[src/rtl/ysyx_23060072_pipe_ctrl.sv]
// Pipeline controller for the ysyx_23060072 core: long-latency scoreboard, RAW/WAW stall, redirect flush sequencing.
// Optional PIPE_CTRL_PERF_EN adds stall/redirect performance counters.
module ysyx_23060072_pipe_ctrl #(
    parameter int unsigned REG_NUM      = 16,
    parameter int unsigned FLUSH_STAGES = 2
) (
    input  logic               clk,
    input  logic               rst_n,
    input  logic               id_issue_i,
    input  logic [4:0]         id_rs1_addr_i,
    input  logic [4:0]         id_rs2_addr_i,
    input  logic               id_has_rs1_i,
    input  logic               id_has_rs2_i,
    input  logic               id_wb_flag_i,
    input  logic [4:0]         id_wb_addr_i,
    input  logic               id_long_i,
    input  logic               long_done_i,
    input  logic [4:0]         long_done_addr_i,
    input  logic               ex_jump_flag_i,
    input  logic [31:0]        ex_jump_pc_i,
    input  logic               clint_jump_flag_i,
    input  logic [31:0]        clint_jump_pc_i,
    input  logic               clint_hold_flag_i,
    input  logic               lsu_hold_flag_i,
    input  logic               mdu_hold_flag_i,
    output logic               if_hold_flag_o,
    output logic               id_hold_flag_o,
    output logic               ex_hold_flag_o,
    output logic               ex_bubble_o,
    output logic               clean_flag_o,
    output logic               redirect_o,
    output logic [31:0]        jump_pc_o,
`ifdef PIPE_CTRL_PERF_EN
    output logic [31:0]        stall_cnt_o,
    output logic [31:0]        flush_cnt_o,
`endif
    output logic [REG_NUM-1:0] busy_o
);

    localparam int unsigned AW = (REG_NUM > 1) ? $clog2(REG_NUM) : 1;
    localparam int unsigned CW = 3;

    typedef enum logic {
        RUN,
        FLUSH
    } state_t;

    state_t             state;
    state_t             state_nxt;
    logic [CW-1:0]      cnt;
    logic [CW-1:0]      cnt_nxt;
    logic [REG_NUM-1:0] busy;

    logic               freeze;
    logic [REG_NUM-1:0] done_mask;
    logic [REG_NUM-1:0] busy_eff;
    logic [REG_NUM-1:0] set_mask;
    logic               raw;
    logic               hazard;
    logic               redir_req;
    logic               accept;
    logic [31:0]        redir_pc;
    logic               issue;

    // One-hot of a register address; addresses outside the tracked file map to nothing.
    function automatic logic [REG_NUM-1:0] reg_mask(input logic [4:0] addr);
        logic [REG_NUM-1:0] m;
        m = '0;
        if (32'(addr) < REG_NUM) begin
            m[addr[AW-1:0]] = 1'b1;
        end
        return m;
    endfunction

    // Hazard, redirect arbitration and scoreboard update terms.
    always_comb begin
        freeze    = lsu_hold_flag_i | mdu_hold_flag_i | clint_hold_flag_i;
        done_mask = long_done_i ? reg_mask(long_done_addr_i) : '0;
        busy_eff  = busy & ~done_mask;
        raw       = (id_has_rs1_i & (|(busy_eff & reg_mask(id_rs1_addr_i))))
                  | (id_has_rs2_i & (|(busy_eff & reg_mask(id_rs2_addr_i))))
                  | (id_wb_flag_i & (|(busy_eff & reg_mask(id_wb_addr_i))));
        hazard    = (state == RUN) & id_issue_i & ~freeze & raw;
        // While flushing, EX holds a squashed slot, so only a trap can redirect again.
        redir_req = clint_jump_flag_i | (ex_jump_flag_i & (state == RUN));
        accept    = redir_req & ~freeze;
        redir_pc  = clint_jump_flag_i ? clint_jump_pc_i : ex_jump_pc_i;
        issue     = id_issue_i & ~hazard & ~freeze & (state == RUN) & ~accept;
        set_mask  = '0;
        if (issue && id_wb_flag_i && id_long_i && (id_wb_addr_i != 5'd0)) begin
            set_mask = reg_mask(id_wb_addr_i);
        end
    end

    // Flush sequencing: counter holds remaining FLUSH cycles, paused by freeze.
    always_comb begin
        state_nxt = state;
        cnt_nxt   = cnt;
        if (accept) begin
            if (FLUSH_STAGES > 1) begin
                state_nxt = FLUSH;
                cnt_nxt   = CW'(FLUSH_STAGES - 1);
            end else begin
                state_nxt = RUN;
                cnt_nxt   = '0;
            end
        end else if ((state == FLUSH) && !freeze) begin
            cnt_nxt = CW'(cnt - CW'(1));
            if (cnt_nxt == '0) begin
                state_nxt = RUN;
            end
        end
    end

    // Stage control outputs, forced quiet while reset is asserted.
    always_comb begin
        if_hold_flag_o = 1'b0;
        id_hold_flag_o = 1'b0;
        ex_hold_flag_o = 1'b0;
        ex_bubble_o    = 1'b0;
        clean_flag_o   = 1'b0;
        redirect_o     = 1'b0;
        jump_pc_o      = 32'd0;
        if (rst_n) begin
            if_hold_flag_o = freeze | (hazard & ~accept);
            id_hold_flag_o = freeze | (hazard & ~accept);
            ex_hold_flag_o = freeze;
            ex_bubble_o    = hazard & ~accept;
            clean_flag_o   = accept | (state == FLUSH);
            redirect_o     = accept;
            jump_pc_o      = accept ? redir_pc : 32'd0;
        end
    end

    always_ff @(posedge clk) begin
        if (!rst_n) begin
            state <= RUN;
            cnt   <= '0;
            busy  <= '0;
        end else begin
            state <= state_nxt;
            cnt   <= cnt_nxt;
            busy  <= busy_eff | set_mask;
        end
    end

    assign busy_o = busy;

`ifdef PIPE_CTRL_PERF_EN
    logic [31:0] stall_cnt;
    logic [31:0] flush_cnt;

    // Free-running event counters, wrapping naturally.
    always_ff @(posedge clk) begin
        if (!rst_n) begin
            stall_cnt <= 32'd0;
            flush_cnt <= 32'd0;
        end else begin
            if (hazard || freeze) stall_cnt <= stall_cnt + 32'd1;
            if (accept)           flush_cnt <= flush_cnt + 32'd1;
        end
    end

    assign stall_cnt_o = stall_cnt;
    assign flush_cnt_o = flush_cnt;
`endif

endmodule

[config.mk]
export PLATFORM = sky130hd
export DESIGN_NAME = ysyx_23060072_pipe_ctrl
export DESIGN_NICKNAME = d
export VERILOG_FILES = /design/src/rtl/ysyx_23060072_pipe_ctrl.sv
export SDC_FILE = /design/constraint.sdc
export NUM_CORES = 1
export LEC_CHECK = 0
export CAP_MARGIN = 20
export CORE_ASPECT_RATIO = 1.25
export CORE_MARGIN = 2
export CORE_UTILIZATION = 36
export DETAILED_ROUTE_END_ITERATION = 12
export MAX_ROUTING_LAYER = met4
export PLACE_DENSITY_LB_ADDON = 0.12
export SLEW_MARGIN = 20
export SYNTH_ARGS = -nofsm -noshare
export SYNTH_HDL_FRONTEND = slang
export SYNTH_SLANG_ARGS = --single-unit
export TNS_END_PERCENT = 1
[constraint.sdc]
create_clock -name clk -period 3.1 [get_ports clk]
set_input_delay 0.465 -clock clk [delete_from_list [all_inputs] [get_ports clk]]
set_output_delay 0.465 -clock clk [all_outputs]
set_load 0.01 [all_outputs]
After elaboration in Yosys (flattened, before gate mapping)
Index checks and enable logic that the tools add are counted. Widths: inputs -> output; s select.

Bits of input ports: 97. Flip-flop bits (word level): 20. Logic and storage cells: 93.

$add $sub $neg: 1. Magnitude comparators: 12. Reduce and logical (&&, ||, !) cells: 18. Muxes and demuxes: 27. Bitwise operators: 31.

Operator list (count): $mux 16 (6); $mux 32 (3); $and 16x16->16 (4); $reduce_or 16->1 (3); $lt 4x5->1 const B (4); $lt 5x5->1 const B (4); $demux 1 s4 (4); $ge 4x1->1 const B (4); $not 16->16 (1); $or 16x16->16 (1); $mux 1 (14); $and 1x1->1 (13); $logic_and 1x1->1 (8); $or 1x1->1 (7); $not 1->1 (5); $reduce_bool 5->1 (1); $reduce_bool 2->1 (2); $logic_not 3->1 (1); $sub 3x1->3 const B (1); $reduce_and 2->1 (1); $reduce_or 2->1 (1); $logic_not 1->1 (1).

Logic depth before layout (Yosys ltp)
Gate-level depths: netlist of run 1.

Depth after elaboration: 24. Mapped depth: 10. Mapped depth without buffers: 7.

Least setup slack after synthesis of run 1
No wires, ideal clock.

Path type: in2out. Start point: input port long_done_addr_i[4]. End point: output port if_hold_flag_o. Stages on the path: 9. Slack: 0.076 ns. Arrival time: 2.559 ns. Path through: nor4b_4 > nand2_1 > nand4_1 > nand4_1 > or4_1 > a222oi_1 > buf_4 > o32ai_1 > buf_4.

Word-level cells in the longest chain between the ends: 14. Elaborated cells on any way between the ends: 20. Those cells by class: order compare: 1; mux: 3; bitwise: 13; reduce/logical: 3.

Ends and longest elaborated chain: from (decl) (line 18) `input logic [4:0] long_done_addr_i,`; $lt 5x5->1 * (line 69) `if (32'(addr) < REG_NUM) begin`; $mux 16 * (line 69); $mux 16 * (line 78) `done_mask = long_done_i ? reg_mask(long_done_addr_i) : '0;`; $not 16->16 * (line 79) `busy_eff = busy & ~done_mask;`; $and 16x16->16 * (line 79); $and 16x16->16, on equally long branches (line 80, 81); $reduce_or 16->1, on equally long branches (line 80, 81); $and 1x1->1, on equally long branches (line 80, 81); $or 1x1->1 (line 81) `| (id_has_rs2_i & (|(busy_eff & reg_mask(id_rs2_addr_i))))`; $or 1x1->1 * (line 82) `| (id_wb_flag_i & (|(busy_eff & reg_mask(id_wb_addr_i))));`; $and 1x1->1 * (line 83) `hazard = (state == RUN) & id_issue_i & ~freeze & raw;`; $and 1x1->1 *; $or 1x1->1 *; $mux 1 *; to (decl) (line 26) `output logic if_hold_flag_o,`.

Mark *: on every way between the ends. The rest lies on a longest branch, timed or not.

Worst setup path after layout of run 1
Start point: input port long_done_addr_i[0]. End point: output port id_hold_flag_o.

Word-level cells in the longest chain between the ends: 17. Elaborated cells on any way between the ends: 25. Those cells by class: order compare: 3; mux: 5; bitwise: 13; reduce/logical: 4.

Ends and longest elaborated chain: $lt 4x5->1 (not written as such) / $ge 4x1->1 (equally long branches) (line 70) `m[addr[AW-1:0]] = 1'b1;`; $logic_and 1x1->1 (not written as such) (line 70); $mux 1 (not written as such) (line 70); $demux 1 s4 (line 70); $mux 16 * (line 69); $mux 16 * (line 78); $not 16->16 * (line 79); $and 16x16->16 * (line 79); $and 16x16->16, on equally long branches (line 80, 81); $reduce_or 16->1, on equally long branches (line 80, 81); $and 1x1->1, on equally long branches (line 80, 81); $or 1x1->1 (line 81); $or 1x1->1 * (line 82); $and 1x1->1 * (line 83); $and 1x1->1 * (line 126) `id_hold_flag_o = freeze | (hazard & ~accept);`; $or 1x1->1 * (line 126); $mux 1 * (line 124) `if (rst_n) begin`; to (decl) (line 27) `output logic id_hold_flag_o,`.

Marked as above.

==> results.toml, run 1 <==
[pwr]
pwr-share-clk = 0.311
p_leak_nw = 1.84
pwr-share-seq = 0.307
vdd_drop_max_uv = 151
p_sw_w = 0.000219
p_sw_frac = 0.258
p_per_area_nw_per_um2 = 190
p_int_w = 0.000630
comb_power_share = 0.383

[flow_run]
cap_violations = 0

[synthesis]
syn_inst = 305
syn_nets = 404
synth_top_area_cell = "dfxtp_1"
ys_seq_area_frac = 0.179
ys_seq_elements = 20
yosysUniqueCellTypes = 56
synth_area_um2 = 2240
synth_top_area_share = 0.179
yosys_warnings = 0
synthArstFlopShare = 0
synth_edf_count = 0
yosys-top-cells-area = "dfxtp_1 18%, mux2i_1 15%, nor2_1 7.9%"
ys.flop_type = "dfxtp_1"
avgSynthCellArea_um2 = 7.33

[placement]
hpwl_um = 8370
portBuffers = 150
place_area_um2 = 4280
placed_cells = 589
gp_congestion = 0.937

[floorplanning]
start_util = 0.367
std_cell_rows = 32
io_pins = 151
placeableCoreArea_um2 = 6090
dieHeight_um = 92.1
die_w_um = 74.5
die-area_um2 = 6860

[routing]
wl_per_cell_um = 16.8
route.vias.total = 3242
dr.pass1.iters = 5
ant_nets = 0
wirelength_um = 10100
vias_per_cell = 5.40
post-route-drc-count = 0
first_iter_violations = 141

[clocking]
root_buffer = "clkbuf_8"
clk_pin_slew_worst_paths_ps = 80
clock_path_buffers = 2
htreeDepth = 1
cts_sinks = 20
cts_tree = "yes"
cts_hold_buf = 0
clk_latency_ps = 260
cts_inserted_buffers = 3

[global_routing]
antenna_found_initial = 0
grt_first_pass_wirelength_um = 15500
grt_start_max_net_pins = 34
first_global_vias = 3276
grt_overflow = 0
grtUsageTotal = 0.298

[sta]
finalClockSkew_ps = 2.74
setup_violations = 3
period_share = 1.02
tightest_slew_ps = 512
slew_violations = 0
setup_ws_ps = -58.5
relSlewSlack = 0.658
fmax_mhz = 317
finalHoldViolCount = 0
rsz0062_at_grt = "yes"
hold_ws_ps = 522
fin_crit_ps = 3160

[finish]
final_nets = 615
drive_above_1_share = 0.217
final_cell_count_no_fill = 600
layout-area-overhead-vs-synth_pct = 99.8
postLayoutCellArea_um2 = 4470
diodes = 0

[critical_path]
crit_type = "in -> out"
crit_top_cell = "buf_4"
critPathRequiredTime_ps = 2630
arrival_ps = 2690
slowest_delay_ps = 480
crit_path_end_kind = "output pin"
critPathMaxFanout = 5
start_kind = "input pin"
crit_chain = "clkdlybuf4s15_1 > nor2b_1 > buf_4 > a21boi_2 > a32oi_1 > nand3_1 > or4_1 > a222oi_1 > buf_4 > o32ai_2 > buf_2"
slowest_stage = "or4_1"
r2r_slack_ps = 800

[status]
violations = "negative setup slack"
status = "complete, but fails checks"

[worst_hold_path]
hp-class = "reg -> reg"
-- placed cells by master (no fill, tap or decap), types with 3 or more instances in the layout --
master,count
nand2b_1,5
a31oi_1,3
nand4_1,8
nor2b_1,6
buf_4,72
a21boi_1,3
nor2_1,46
nand3_1,16
dfxtp_1,20
nand4b_1,3
dlygate4sd2_1,11
nor3_1,22
a211oi_1,4
nand3b_1,6
a21oi_1,7
a21boi_4,3
inv_1,6
nand2_1,17
buf_6,4
clkdlybuf4s50_1,129
clkbuf_8,3
buf_2,6
a32oi_1,6
a22o_1,13
a21boi_2,6
mux2i_1,33
nor3b_1,5
-- area by class of cell --
type	count	area, um^2
clock buffers	3	41.3
clock inverters	1	30.0
fillers	519	1620
inverters	6	22.5
multi-input cells	258	1800
flip-flops and latches	20	400
well taps	85	106
repair buffers	227	2070
-- metal layers --
| metal | share of wire | vias up | wire length [um] | GRT usage |
|---|---|---|---|---|
| li1 | - | 1556 | - | - |
| met1 | 0.37 | 1494 | 3710 | 0.320 |
| met2 | 0.53 | 162 | 5340 | 0.531 |
| met3 | 0.058 | 30 | 580 | 0.0385 |
| met4 | 0.041 | 0 | 417 | 0.128 |
| met5 | 0 | - | 0 | - |
-- cells in the mapped netlist (3+ instances only) --
cell type  count
clkbuf_1      16
a21oi_1        7
nand2b_1       5
nand2_1       19
nand4b_1       3
nand3b_1       6
dfxtp_1       20
o21ai_0        3
nor2_1        47
a21boi_0       6
nor3b_1        5
nand3_1       16
mux2i_1       33
nor3_1        22
nand4_1        8
a22o_1        13
a31oi_1        3
a32oi_1        6
nor2b_1        8
inv_1          6
a21boi_1       5
a211oi_1       4
-- what timing repair did --
item,in CTS,in global routing
endpoints found under the hold margin,0,0
buffers inserted,7,0
endpoints found under the setup margin,3,29
gates cloned,0,0
pin swaps,17,2
resized for setup,73,5
-- flip-flops by register name, summed over array words and instances, names as in the netlist --
register / count
state: 1
busy_o: 16
cnt: 3
-- cells by family after synthesis --
group / share of synthesized area
adders and majority gates: 0.0112
and+or+nand+nor: 0.386
DFF: 0.179
muxes: 0.148
AOI/OAI and AO/OA: 0.210
buffers and inverters: 0.0548
xor gates and xnor gates: 0.0118
-- power by group through the flow --
stage	Clock [W]	Sequential (W)	Combinational, W
3_3_place_gp	0	0.000266	0.000314
4_1_cts	0.000262	0.000260	0.000323
6_report	0.000264	0.000260	0.000325
5_1_grt	0.000272	0.000260	0.000349
2_1_floorplan	0	0.000266	0.000106
3_5_place_dp	0	0.000266	0.000319
-- worst paths after layout --
path | from | endpoint | cells after the start
max | long_done_addr_i[0] | id_hold_flag_o | 11
min | cnt[1]$_SDFFE_PP0P_ | cnt[1]$_SDFFE_PP0P_ | 2
max reg2reg | busy_o[10]$_SDFF_PN0_ | busy_o[15]$_SDFF_PN0_ | 9
min reg2reg | cnt[1]$_SDFFE_PP0P_ | cnt[1]$_SDFFE_PP0P_ | 2
-- per-stage QoR --
step / setup TNS, ps / util / total power, W / setup slack, ps
2_1_floorplan: 0 / - / 0.000372 / 75.6
3_3_place_gp: -5640 / 0.703 / 0.000580 / -905
3_5_place_dp: -5590 / 0.703 / 0.000585 / -951
4_1_cts: -96.6 / 0.733 / 0.000845 / -44.5
5_1_grt: -589 / 0.734 / 0.000881 / -208
6_report: -138 / 0.734 / 0.000849 / -58.5
-- worst max-delay path, delay by kind of cell --
family / cells / cell delay, ps
buffers and inverters: 4 / 800
and+or+nand+nor: 3 / 730
AOI/OAI and AO/OA: 4 / 680
No activity file was read; power rests on OpenSTA's default activity.
==> run 2, diff against run 1 <==
--- a/config.mk
+++ b/config.mk
@@ -6,9 +6,11 @@
 export NUM_CORES = 1
 export LEC_CHECK = 0
 export CAP_MARGIN = 20
+export CELL_PAD_IN_SITES_DETAIL_PLACEMENT = 0
+export CELL_PAD_IN_SITES_GLOBAL_PLACEMENT = 1
 export CORE_ASPECT_RATIO = 1.25
 export CORE_MARGIN = 2
-export CORE_UTILIZATION = 36
+export CORE_UTILIZATION = 24
 export DETAILED_ROUTE_END_ITERATION = 12
 export MAX_ROUTING_LAYER = met4
 export PLACE_DENSITY_LB_ADDON = 0.12
==> results.toml, run 2 (synthesis gave the netlist of run 1 again) <==
[critical_path]
r2r_slack_ps = 750
crit_path_end_kind = "output pin"
critPathRequiredTime_ps = 2630
startpoint = "long_done_addr_i[4]"
crit_end = "id_hold_flag_o"
ff2ff_path_depth = 10
arrival_ps = 2670
reg2reg_to = "busy_o[11]$_SDFF_PN0_"
critPathMaxFanout = 4
crit_type = "in -> out"
reg2reg_from = "busy_o[12]$_SDFF_PN0_"
start_kind = "input pin"

[floorplanning]
die-area_um2 = 10100
std_cell_rows = 39
die_w_um = 90.3
placeableCoreArea_um2 = 9130
io_pins = 151
dieHeight_um = 112
start_util = 0.245

[clocking]
cts_sinks = 20
htreeDepth = 1
cts_inserted_buffers = 3
clk_latency_ps = 260
clk_pin_slew_worst_paths_ps = 60
cts_tree = "yes"
clock_path_buffers = 2
root_buffer = "clkbuf_16"

[finish]
multi_input_area_um2 = 1840
layout-area-overhead-vs-synth_pct = 107
diodes = 0
final_common_cell = "clkdlybuf4s50_1"
largest_register_ffs = 16
most-common-layout-cells = "125 x clkdlybuf4s50_1, 71 x buf_4, 46 x nor2_1"
drive_above_1_share = 0.240
seq_area_um2 = 400
n_fill_cell = 916
final_nets = 617

[routing]
ant_nets = 0
post-route-drc-count = 0
dr.max_layer_used = "met4"
wl_met1_um = 4300
vias_per_cell = 5.02
route.vias.total = 3210
wl_per_cell_um = 17.3
first_iter_violations = 176
wirelength_um = 11100
dr.pass1.iters = 4
wl_met2_um = 5880
wl_met3_um = 634

[global_routing]
grtUsageTotal = 0.218
grt_start_max_net_pins = 34
first_global_vias = 3288
grt_overflow = 0
grt_first_pass_wirelength_um = 17000
antenna_found_initial = 0

[sta]
setup_violations = 2
rsz0062_at_grt = "yes"
finalClockSkew_ps = 1.13
fmax_mhz = 319
finalHoldViolCount = 0
relSlewSlack = 0.658
slew_violations = 0
setup_tns_ps = -73.6
fin_crit_ps = 3140
period_share = 1.01
tightest_slew_ps = 514
setup_ws_ps = -39.1

[pwr]
comb_power_share = 0.351
vdd_drop_max_uv = 138
pwr-share-clk = 0.378
p_int_w = 0.000721
p_sw_frac = 0.251
p_per_area_nw_per_um2 = 208
p_sw_w = 0.000241
total_power_w = 0.000962
pwr-share-seq = 0.271
p_leak_nw = 1.92

[placement]
portBuffers = 150
gp_congestion = 0.968
hpwl_um = 9090
place_ws_ps = -1020

[flow_run]
cap_violations = 0

[status]
status = "complete, but fails checks"
violations = "negative setup slack"

[worst_hold_path]
hp-class = "reg -> reg"
## run 2: cell count changes in the layout (fill, tap and decap cells not counted), moves of 2 or more
cell	previous run	this run
buf_6	4	10
clkdlybuf4s50_1	129	125
dlymetal6s2s_1	0	4
clkbuf_16	0	3
clkbuf_8	3	0
a21boi_1	3	5
a21boi_4	3	1
clkdlybuf4s15_1	2	0
## run 2: critical path: stages
cell and delay (ps):
buf_4 130, and4b_2 290, a21boi_1 70, buf_4 160, buf_4 140, a31oi_1 190, o22ai_1 120, or3_4 410
a222oi_1 250, buf_4 200, o32ai_4 90, buf_2 160
## run 2: repair_timing
item                                    4_1_cts  5_1_grt
buffers inserted                              7        0
pin swaps                                    17       12
gates resized for setup                      87       14
hold buffers                                  0        0
endpoints found under the setup margin        7        4
## run 2: power by group through the flow
stage	Sequential [W]	Clock, W	Combinational, W
global placement	0.000266	0	0.000324
detailed placement	0.000266	0	0.000325
finish	0.000261	0.000364	0.000337
floorplan	0.000266	0	0.000106
CTS	0.000261	0.000368	0.000333
global route	0.000261	0.000375	0.000362
## run 2: area by class of cell
cell class / count / area share
clock inverter: 1 / 0.00649
tap: 123 / 0.0333
inverter: 6 / 0.00487
clock buffer: 3 / 0.0162
sequential: 20 / 0.0866
multi-input combinational: 258 / 0.399
timing repair buffer: 229 / 0.454
## run 2: worst min-delay path by stage
| stage | start | end | slack, ps | cells after the start |
|---|---|---|---|---|
| after global routing | cnt[1]$_SDFFE_PP0P_ | cnt[1]$_SDFFE_PP0P_ | 580 | 2 |
| after detailed placement | cnt[1]$_SDFFE_PP0P_ | cnt[1]$_SDFFE_PP0P_ | 500 | 2 |
| final | cnt[1]$_SDFFE_PP0P_ | cnt[1]$_SDFFE_PP0P_ | 510 | 2 |
| after CTS | cnt[1]$_SDFFE_PP0P_ | cnt[1]$_SDFFE_PP0P_ | 510 | 2 |
| after floorplan | cnt[1]$_SDFFE_PP0P_ | cnt[1]$_SDFFE_PP0P_ | 480 | 2 |
| after global placement | cnt[1]$_SDFFE_PP0P_ | cnt[1]$_SDFFE_PP0P_ | 490 | 2 |
## run 2: routing by layer
layer  GRT usage  up-vias
li1            -     1573
met1       0.235     1467
met2       0.407      153
met3      0.0338       17
met4      0.0687        0
met5           -        -
## run 2: per-stage QoR
stage | instance area (um^2) | utilization | cells | hold WS [ps]
after global placement | 4350 | 0.477 | 631 | 494
after global routing | 4620 | 0.507 | 640 | 582
after detailed placement | 4350 | 0.477 | 631 | 502
after floorplan | 2240 | - | 305 | 485
after CTS | 4570 | 0.501 | 640 | 510
final | 4620 | 0.507 | 640 | 508
==> run 3, diff against run 2 <==
--- a/config.mk
+++ b/config.mk
@@ -5,13 +5,14 @@
 export SDC_FILE = /design/constraint.sdc
 export NUM_CORES = 1
 export LEC_CHECK = 0
-export CAP_MARGIN = 20
+export CAP_MARGIN = 25
 export CELL_PAD_IN_SITES_DETAIL_PLACEMENT = 0
 export CELL_PAD_IN_SITES_GLOBAL_PLACEMENT = 1
 export CORE_ASPECT_RATIO = 1.25
 export CORE_MARGIN = 2
 export CORE_UTILIZATION = 24
 export DETAILED_ROUTE_END_ITERATION = 12
+export HOLD_SLACK_MARGIN = 0.05
 export MAX_ROUTING_LAYER = met4
 export PLACE_DENSITY_LB_ADDON = 0.12
 export SLEW_MARGIN = 20
==> results of run 3 <==
No change in the layout: final DEF, timing and power equal those of run 2.
